### src/rtl/divs_x3y3.sv
// Signed restoring divider: latches x/y from io_in, produces a truncated quotient and a
// remainder that takes the sign of the dividend, with a fixed five-state sequence per operand pair.
module divs_x3y3 #(
  parameter int X_WIDTH = 3,
  parameter int Y_WIDTH = 3
) (
  input  logic [7:0] io_in,
  output logic [7:0] io_out
);

  localparam int CW = $clog2(X_WIDTH);

  typedef enum logic [2:0] {IDLE, LOAD, DIV, FIX, DONE} state_t;

  logic               w_clk, w_rst_n;
  logic [X_WIDTH-1:0] w_x, w_xabs, w_rmag;
  logic [Y_WIDTH-1:0] w_y, w_yabs;
  logic [Y_WIDTH:0]   w_trial, w_diff;
  logic               w_ge;
  state_t             w_next;

  state_t             r_state;
  logic [X_WIDTH-1:0] r_x, r_xmag, r_qmag, r_q, r_r;
  logic [Y_WIDTH-1:0] r_y, r_ymag;
  logic [Y_WIDTH:0]   r_rem;
  logic [CW-1:0]      r_cnt;
  logic               r_sign, r_err;

  assign w_clk   = io_in[0];
  assign w_rst_n = io_in[1];
  assign w_x     = io_in[2 +: X_WIDTH];
  assign w_y     = io_in[2+X_WIDTH +: Y_WIDTH];

  // Magnitudes are unsigned, so the most negative operand maps to 2^(W-1).
  assign w_xabs = w_x[X_WIDTH-1] ? -w_x : w_x;
  assign w_yabs = w_y[Y_WIDTH-1] ? -w_y : w_y;

  // One restoring step: shift in the next dividend bit (MSB first), subtract if it fits.
  assign w_trial = {r_rem[Y_WIDTH-1:0], r_xmag[r_cnt]};
  assign w_ge    = w_trial >= {1'b0, r_ymag};
  assign w_diff  = w_trial - {1'b0, r_ymag};
  assign w_rmag  = X_WIDTH'(r_rem);

  always_ff @(posedge w_clk) begin
    if (!w_rst_n) r_state <= IDLE;
    else          r_state <= w_next;
  end

  always_comb begin
    w_next = r_state;
    case (r_state)
      IDLE: w_next = LOAD;
      LOAD: w_next = DIV;
      DIV:  w_next = (r_cnt != '0) ? DIV : FIX;
      FIX:  w_next = DONE;
      DONE: if ({w_y, w_x} != {r_y, r_x}) w_next = LOAD;
      default: w_next = IDLE;
    endcase
  end

  always_ff @(posedge w_clk) begin
    if (!w_rst_n) begin
      r_x    <= '0;
      r_y    <= '0;
      r_xmag <= '0;
      r_ymag <= '0;
      r_sign <= 1'b0;
      r_rem  <= '0;
      r_qmag <= '0;
      r_cnt  <= '0;
      r_q    <= '0;
      r_r    <= '0;
      r_err  <= 1'b0;
    end else begin
      case (r_state)
        LOAD: begin
          r_x    <= w_x;
          r_y    <= w_y;
          r_xmag <= w_xabs;
          r_ymag <= w_yabs;
          r_sign <= w_x[X_WIDTH-1] ^ w_y[Y_WIDTH-1];
          r_rem  <= '0;
          r_qmag <= '0;
          r_cnt  <= CW'(X_WIDTH-1);
        end
        DIV: begin
          r_rem  <= w_ge ? w_diff : w_trial;
          r_qmag <= {r_qmag[X_WIDTH-2:0], w_ge};
          r_cnt  <= r_cnt - 1'b1;
        end
        FIX: begin
          if (r_y == '0) begin
            r_q   <= '0;
            r_r   <= r_x;
            r_err <= 1'b1;
          end else if (r_x == {1'b1, {(X_WIDTH-1){1'b0}}} && (&r_y)) begin
            r_q   <= r_x;
            r_r   <= '0;
            r_err <= 1'b1;
          end else begin
            r_q   <= r_sign ? -r_qmag : r_qmag;
            r_r   <= r_x[X_WIDTH-1] ? -w_rmag : w_rmag;
            r_err <= 1'b0;
          end
        end
        default: ;
      endcase
    end
  end

  assign io_out = {(r_state == DONE), r_err, r_r, r_q};

endmodule

### config.mk
export PLATFORM = sky130hd
export DESIGN_NAME = divs_x3y3
export DESIGN_NICKNAME = d
export VERILOG_FILES = /design/src/rtl/divs_x3y3.sv
export SDC_FILE = /design/constraint.sdc
export NUM_CORES = 1
export LEC_CHECK = 0
export CAP_MARGIN = 10
export CORE_MARGIN = 4
export CORE_UTILIZATION = 50
export CTS_CLUSTER_SIZE = 40
export DETAILED_ROUTE_END_ITERATION = 10
export PLACE_DENSITY = 0.71
export RECOVER_POWER = 50
export SLEW_MARGIN = 20
export SYNTH_ARGS = -nofsm -noshare
export SYNTH_HDL_FRONTEND = slang
export SYNTH_SLANG_ARGS = --single-unit
export TNS_END_PERCENT = 50
### constraint.sdc
create_clock -name io_in -period 3.6 [get_ports io_in]
set_input_delay 0.9 -clock io_in [delete_from_list [all_inputs] [get_ports io_in]]
set_output_delay 0.9 -clock io_in [all_outputs]
set_load 0.005 [all_outputs]
==> results of run 1 <==
-- metrics by stage --
step	total power, mW	cell area [um^2]	util	hold slack (ns)	std cells
2_1_floorplan	0.835	1610	-	0.118	193
3_3_place_gp	0.772	1670	0.544	0.118	233
3_5_place_dp	0.772	1670	0.544	0.118	233
4_1_cts	2.16	2170	0.707	0.0391	315
5_1_grt	2.35	2160	0.703	0.0316	315
6_report	2.12	2160	0.703	0.0326	315
-- tightest hold or removal path: cells and delay by family --
kind | cells | cell delay, ns
buffers and inverters | 2 | 0.26
AO/OA/AOI/OAI | 1 | 0.11
-- logic make-up (layout without fill, tap and decap cells) --
| group | Yosys count | after routing | share of synthesized area |
|---|---|---|---|
| AOI/OAI and AO/OA | 50 | 50 | 0.209 |
| and+or+nand+nor | 63 | 63 | 0.202 |
| muxes | 3 | 3 | 0.0187 |
| buffers and inverters | 30 | 108 | 0.0855 |
| DFF | 29 | 29 | 0.361 |
| xor gates and xnor gates | 9 | 9 | 0.0490 |
| adders and majority gates | 9 | 9 | 0.0747 |
-- report_power, final --
part	switching, mW	internal, mW
Sequential	0	0.359
Combinational	0	0
Clock	0.857	0.904
-- sequential cells by signal, summed over array words and instances, names as in the netlist --
register / count
r_qmag: 3
r_state: 3
r_q: 3
r_r: 3
r_y: 3
r_sign: 1
r_x: 3
r_err: 1
r_rem: 3
r_cnt: 2
r_xmag: 2
r_ymag: 2
-- placed cells by master, fill, tap and decap left out, types with 4 or more instances in the layout --
cell / netlist / routed
a211oi_1: 4 / 4
a21oi_1: 15 / 15
a2bb2oi_1: 4 / 4
clkbuf_1: 2 / 6
clkbuf_4: 0 / 48
clkdlybuf4s50_1: 0 / 8
dfxtp_1: 29 / 29
ha_1: 8 / 8
inv_1: 18 / 41
nand2_1: 22 / 22
nand3_1: 6 / 6
nor2_1: 14 / 14
o21ai_0: 7 / 8
xnor2_1: 7 / 7
-- routing by layer --
| layer | part of all wire | vias to the layer above | track usage |
|---|---|---|---|
| met5 | 0 | - | 0.0278 |
| met4 | 0.068 | 0 | 0.417 |
| met3 | 0.13 | 48 | 0.319 |
| met2 | 0.44 | 155 | 0.378 |
| met1 | 0.36 | 826 | 0.244 |
| li1 | - | 811 | - |
-- how the worst min path moves through the flow --
stage                         from    endpoint  slack (ns)  cells past startpoint
final                     io_in[1]  r_state[2]        0.03                      3
after global routing      io_in[1]  r_state[2]        0.03                      3
after CTS                 io_in[1]  r_state[2]        0.04                      3
after detailed placement  io_in[1]  r_state[2]        0.12                      1
after floorplan           io_in[1]  r_state[2]        0.12                      1
after global placement    io_in[1]  r_state[2]        0.12                      1
-- area by class of cell --
class | count | area, um^2 | area share
clock inverter | 30 | 113 | 0.0520
multi-input combinational | 134 | 881 | 0.407
tap | 44 | 55.1 | 0.0254
sequential | 29 | 581 | 0.268
clock buffer | 57 | 407 | 0.188
timing repair buffer | 8 | 80.1 | 0.0370
inverter | 13 | 48.8 | 0.0225
==> flow_metrics.tcl, run 1 <==
set metrics [dict create \
    outcome "completed" \
    drcViolationCount 0 \
    cap_violations 0 \
    yosysWarnings 0 \
    synth.top_cell.area_share 0.361 \
    postCtsHoldBufs 0 \
    wirelength_mm 5.43 \
    drv_slew 0 \
    core_area_mm2 0.00308 \
    synth_edf_count 0 \
    cts_tree "yes" \
    ys_seq_area_frac 0.361 \
    vias 1840 \
    placement.io_buffers 8 \
    crit_fanout 3 \
    drive_above_1_share 0.210 \
    place_ws_ns 1.03 \
    synth_area_leader_cell "dfxtp_1" \
    clk_pin_slew_ns 0.10 \
    r2r-end "r_rem[2]" \
    critPathArrivalTime_ns 3.25 \
    slew_headroom 0.0200 \
    fillerInstances 233 \
    worst-path-stages 8 \
    power_density_mw_per_mm2 979 \
    track_usage 0.316 \
    cp-start-kind "clock port" \
    path_class "clock port to flop" \
    finClkSkew_ns 0.0159 \
    synth_common_cells "29 x dfxtp_1, 22 x nand2_1, 18 x inv_1" \
    worstSetupEndpointType "flop" \
    ant_nets 0 \
    cts_resized 0 \
    hpwlAfterDp_mm 2.62 \
    finalSetupViolCount 0 \
    worst_pin_slew_ns 1.47 \
    reg2reg_from "r_x[0]" \
    synthArstFlopShare 0 \
    antenna_found_initial 0 \
    required_ns 3.82 \
    peakVddDrop_mv 0.783 \
    drt-initial-drc-count 250 \
    reg2reg_slack_ns 0.74 \
    ios 16 \
    synth_nets 210 \
    totalNegativeSetupSlack_ns 0 \
    endpoint "r_state[0]" \
    ys_types 50 \
    hp-class "clock port to flop" \
    hold_violations 0 \
    crit_path_top_delay_cell "nor4_1" \
    yosys-top-cells-area "dfxtp_1 36%, ha_1 6.2%, nand2_1 5.1%, a21oi_1 4.7%, inv_1 4.2%" \
    ys.flop_type "dfxtp_1" \
    die_w_um 64.7 \
    path_cells "clkbuf_4 > clkbuf_4 > xnor2_1 > nand4_1 > nor4_1 > clkbuf_4 > clkbuf_4 > a2111oi_1" \
    crit_family "buffers and inverters" \
    syn_to_final_growth_pct 34.5 \
    vias_per_cell 5.84 \
    synth.avg_cell_area_um2 8.34 \
    gp_congestion 0.804 \
    synth_most_common_cell "dfxtp_1" \
    netlist_area_mm2 0.00161 \
    startpoint "io_in[4]" \
    grt_overflow_total 0 \
    grt_max_degree 15 \
    fin_ws_ns 0.567 \
    crit_buf_inv 4 \
    rows 20 \
    grt_pass1_wl_mm 9.92 \
    path_common_cell "clkbuf_4" \
    start_util 0.523 \
    synthCells 193 \
    grt_pass1_vias 2442 \
    diodes 0 \
    worstRegToRegCells 9 \
    ys_ff_latch 29 \
    nets 278 \
    rsz0062_at_grt "no" \
    clk_latency_ns 0.35 \
    critical_path.max_stage_delay_ns 0.39 \
    cts_setup_buffers 0 \
    p_leak_nw 0.949 \
    dieHeight_um 64.7 \
    wl_per_cell_um 17.2 \
    first_pass_iters 6 \
    dieArea_mm2 0.00419 \
]
No activity file was read; power rests on OpenSTA's default activity.
==> inputs of run 2 (changes only) <==
Clock period 3.6 ns to 2.9 ns, I/O delays scaled along.
==> run 2 against run 1 <==
  * The run now ends with max-capacitance violations, max-slew violations left
  * Critical path depth did not move
  * Design area rose by 1.4%
  * Sequential share of layout area down 0.38 points
  * Largest power group unchanged
  * Via count up 0.33%
==> flow_metrics.tcl, run 2 (same netlist as run 1, synthesis figures left out) <==
set metrics [dict create \
    gp_congestion 0.796 \
    finClkSkew_ns 0.00486 \
    drcViolationCount 0 \
    startpoint "io_in[2]" \
    wirelength_mm 5.33 \
    slew_headroom -0.0146 \
    cts_setup_buffers 0 \
    grt_overflow_total 0 \
    hp-class "clock port to flop" \
    grt_pass1_vias 2504 \
    dieArea_mm2 0.00419 \
    path_cells "clkbuf_4 > clkbuf_4 > xnor2_1 > nand4_1 > nor4_1 > clkbuf_4 > clkbuf_4 > a2111oi_1" \
    critical_path.max_stage_delay_ns 0.31 \
    worst_pin_slew_ns 1.52 \
    fillerInstances 239 \
    vias 1846 \
    dieHeight_um 64.7 \
    peakVddDrop_mv 0.853 \
    cp-start-kind "clock port" \
    outcome "finished with violations" \
    first_pass_iters 6 \
    grt_pass1_wl_mm 9.35 \
    syn_to_final_growth_pct 36.5 \
    rows 20 \
    start_util 0.523 \
    min-delay-start "io_in[1]" \
    hpwlAfterDp_mm 2.78 \
    cts_tree "yes" \
    required_ns 3.10 \
    fin_ws_ns 0.376 \
    final_util 0.713 \
    antenna_found_initial 0 \
    violations "max-capacitance violations, max-slew violations" \
    drt-initial-drc-count 249 \
    cts_resized 0 \
    hold_violations 0 \
    nets 278 \
    path_common_cell "clkbuf_4" \
    worstSetupEndpointType "flop" \
    finalNonFillerCells 315 \
    multiInputGateArea_um2 876 \
    crit_buf_inv 4 \
    reg2reg_from "r_x[0]" \
    crit_family "buffers and inverters" \
    placement.io_buffers 8 \
    final_cell_mix "46 x clkbuf_4, 40 x inv_1, 29 x dfxtp_1" \
    clk_latency_ns 0.34 \
    power_density_mw_per_mm2 1240 \
    die_w_um 64.7 \
    core_area_mm2 0.00308 \
    rsz0062_at_grt "no" \
    placedCellCount 233 \
    layout_commonest_cell "clkbuf_4" \
    drive_above_1_share 0.210 \
    finalSetupViolCount 0 \
    clk_pin_slew_ns 0.09 \
    ff_latch_area_um2 581 \
    cap_violations 1 \
    crit_fanout 2 \
    ios 16 \
    grt_max_degree 15 \
    ant_nets 0 \
    place_ws_ns 0.485 \
    crit_path_top_delay_cell "nor4_1" \
    vias_per_cell 5.86 \
    critPathArrivalTime_ns 2.73 \
    p_leak_nw 0.963 \
    totalNegativeSetupSlack_ns 0 \
    postCtsHoldBufs 0 \
    wl_per_cell_um 16.9 \
    track_usage 0.293 \
    drv_slew 15 \
    p_total_mw 2.72 \
    diodes 0 \
    path_class "clock port to flop" \
]
-- run 2: cell count changes in the layout (fill, tap and decap cells not counted) --
cell | before | now
a211oi_1 | 4 | 5
a211oi_2 | 1 | 0
bufinv_16 | 0 | 2
clkbuf_4 | 48 | 46
clkbuf_8 | 1 | 0
clkinv_2 | 0 | 1
inv_1 | 41 | 40
inv_2 | 2 | 3
o21ai_0 | 8 | 7
o21ai_1 | 3 | 4
-- run 2: power breakdown --
part	switching [mW]	internal (mW)	leakage (nW)
registers	0	0.445	0.250
logic	0	0	0.194
clock network	1.03	1.25	0.519
total	1.03	1.69	0.963
-- run 2: per-layer routing --
layer  wire length (um)  vias up  track usage
li1                   -      809            -
met1               1860      851        0.231
met2               2360      123        0.337
met3                622       63        0.248
met4                478        0        0.475
met5                  0        -            0
-- run 2: path summary, 6_finish.rpt --
kind | endpoint | slack, ns | cells after the start
worst min-delay path | r_state[2] | 0.07 | 3
worst max-delay path | r_state[0] | 0.38 | 8
worst max register to register | r_rem[2] | 0.41 | 9
worst min register to register | r_ymag[2] | 0.45 | 2
-- run 2: cell type report --
type | instances | area share
flip-flops and latches | 29 | 0.264
clock buffers | 54 | 0.172
well taps | 44 | 0.0251
repair buffers | 8 | 0.0365
clock inverters | 33 | 0.0809
multi-input cells | 134 | 0.399
inverters | 13 | 0.0222
-- run 2: worst register-to-register path: stages, from the launching register on --
cell      delay (ns)
dfxtp_1         0.43
mux2i_1         0.10
o22ai_1         0.20
inv_1           0.08
ha_1            0.20
fa_1            0.43
a21boi_0        0.15
o21ai_0         0.45
nor2_1          0.09
o32ai_1         0.28
-- run 2: metrics by stage --
stage	area, um^2	hold WS (ns)
after floorplan	1610	0.118
after global placement	1670	0.118
after detailed placement	1670	0.118
after CTS	2220	0.0740
after global routing	2200	0.0814
final	2200	0.0655
==> RTL change: new RTL, settings of run 1 <==
Re-encode `state_t` (5 states) as Gray code, 3 bits wide.
--- a/src/rtl/divs_x3y3.sv
+++ b/src/rtl/divs_x3y3.sv
@@ -12,3 +12,3 @@
 
-  typedef enum logic [2:0] {IDLE, LOAD, DIV, FIX, DONE} state_t;
+  typedef enum logic [2:0] {IDLE = 3'b000, LOAD = 3'b001, DIV = 3'b011, FIX = 3'b010, DONE = 3'b110} state_t;
 
Check against the original RTL: same outputs for any inputs over 10 cycles, from zero or initial values; not proved beyond that.
==> RTL change against run 1 <==
- total power is 0.69% lower
- area after synthesis fell by 1.2%
- routed wire length fell by 9.9%
- design area down 1.2%
- sequential power hardly changed
- clock skew shrank 0.011 ns
- highest routed layer unchanged
- sequential cell count unchanged
- setup slack better by 0.031 ns
- synthesized cell count decreased by 0.52%
- critical endpoint is now r_state[2]
- the run now ends with design-rule violations left
==> RTL change: results (changes against run 1) <==
| Metric | Value |
|---|---|
| Top post-synthesis cells by count | 32 x nand2_1, 29 x dfxtp_1, 14 x a21boi_1, 14 x inv_1, 14 x nand3_1 |
| Crit path DAT | 3.28 ns (+0.03 ns) |
| Initial drt markers | 278 (+11%) |
| Worst Setup EP | r_state[2] |
| R2r endpoint | r_rem[1] |
| Lkg Pwr | 0.954 nW (+0.46%) |
| Fill count | 241 (+3.4%) |
| Post-synthesis sequential area ratio | 36.5% (+0.45 points) |
| Final WS setup | 0.598 ns (+0.0314 ns) |
| Crit path largest cell delay | 0.43 ns (+0.04 ns) |
| Clock skew | 0.00538 ns (-0.0105 ns) |
| Pre-Repair DR Iteration Count | 11 (+5) |
| Total GRT Usage | 32.2% (+0.62 points) |
| Via Count | 1,685 (-8.4%) |
| Post-synthesis net count | 209 (-0.48%) |
| Post-synth top flop | dfxtp_1 |
| First-pass GRT wire length | 8.91 mm (-10%) |
| Routed len/inst | 16.5 µm (-4.1%) |
| Dpl hpwl | 2.47 mm (-5.4%) |
| Ratio of cells with drive above 1 in the final layout | 22.6% (+1.6 points) |
| Routability cong. | 0.841 (+4.5%) |
| Worst-Skew Late Latency | between 0.3 and 0.4 ns |
| Clock transition at the registers of the reported paths | 0.10 ns (about the same) |
| Worst hold path class | clock port to flip-flop |
| HP Start | io_in[2] |
| R2R depth | 8 (-1) |
| Fin nets | 257 (-7.6%) |
| Post-place instance area | 1670 µm² (-0.30%) |
| Rel. slew slack | 34.6% (+33 points) |
| # DRC | 51 (+51) |
| Port bufs | 8 (unchanged) |
| Worst vdd ir | 0.730 mV (-6.7%) |
| Worst reg-to-reg setup slack | 1.21 ns (+0.47 ns) |
| Synth top area cells | dfxtp_1 37%, nand2_1 7.6%, a21boi_1 6.6% |
| Status | complete, but fails checks |
| Sw frac | 37.2% (-3.2 points) |
| Failing checks | design-rule violations |
| Pre-CTS WS | 1.00 ns (-0.0323 ns) |
| Number of global-route vias before repair | 2,215 (-9.3%) |
| Post-synth cell types | 40 (-20%) |
==> RTL change: routing by layer <==
layer  global-route usage (%)  wire length, µm  part of all wire, %
met3                     40.6              630                   13
met5                     5.56                0                    0
met1                     21.3             1720                   35
met4                     48.5              312                  6.4
met2                     33.6             2240                   46
==> RTL change: through the flow <==
step / cells / utilization (%)
after floorplan: 192 / -
final: 296 / 70.1
after global routing: 296 / 70.1
after detailed placement: 232 / 54.7
after CTS: 296 / 70.4
after global placement: 232 / 54.7
==> RTL change: critical path: cells and delay by family <==
family	cells	cell delay, ns
AOI/OAI and AO/OA	1	0.14
xor gates and xnor gates	1	0.15
buffers and inverters	4	0.59
and+or+nand+nor	2	0.59
==> RTL change: cell type report <==
class	count	area share, %
Clock buffer	57	19.5
Clock inverter	11	3.27
Inverter	10	1.75
Multi-Input combinational cell	137	42.0
Sequential cell	29	27.1
Tap cell	44	2.57
Timing Repair Buffer	8	3.74
==> RTL change: worst min path at each step <==
stage                to  slack (ns)  cells past startpoint
6_report         r_x[0]        0.07                      4
5_1_grt          r_x[0]         0.1                      4
4_1_cts          r_x[0]        0.07                      4
3_5_place_dp   r_cnt[0]        0.12                      1
3_3_place_gp   r_cnt[0]        0.12                      1
2_1_floorplan    r_x[0]        0.16                      2
==> RTL change: kinds of logic after synthesis <==
group	share of synthesized area, %
xor gates and xnor gates	4.41
muxes	2.05
adders and majority gates	7.56
AOI/OAI and AO/OA	20.9
DFF	36.5
and+or+nand+nor	21.8
buffers and inverters	6.77
==> RTL change: power groups by stage <==
stage                    logic [W]  registers (W)  clock network [W]
global placement    0.000000000192       0.000369           0.000347
CTS                 0.000000000192       0.000359            0.00182
global route        0.000000000190       0.000359            0.00197
detailed placement  0.000000000192       0.000369           0.000347
floorplan           0.000000000199       0.000369           0.000457
finish              0.000000000190       0.000359            0.00175
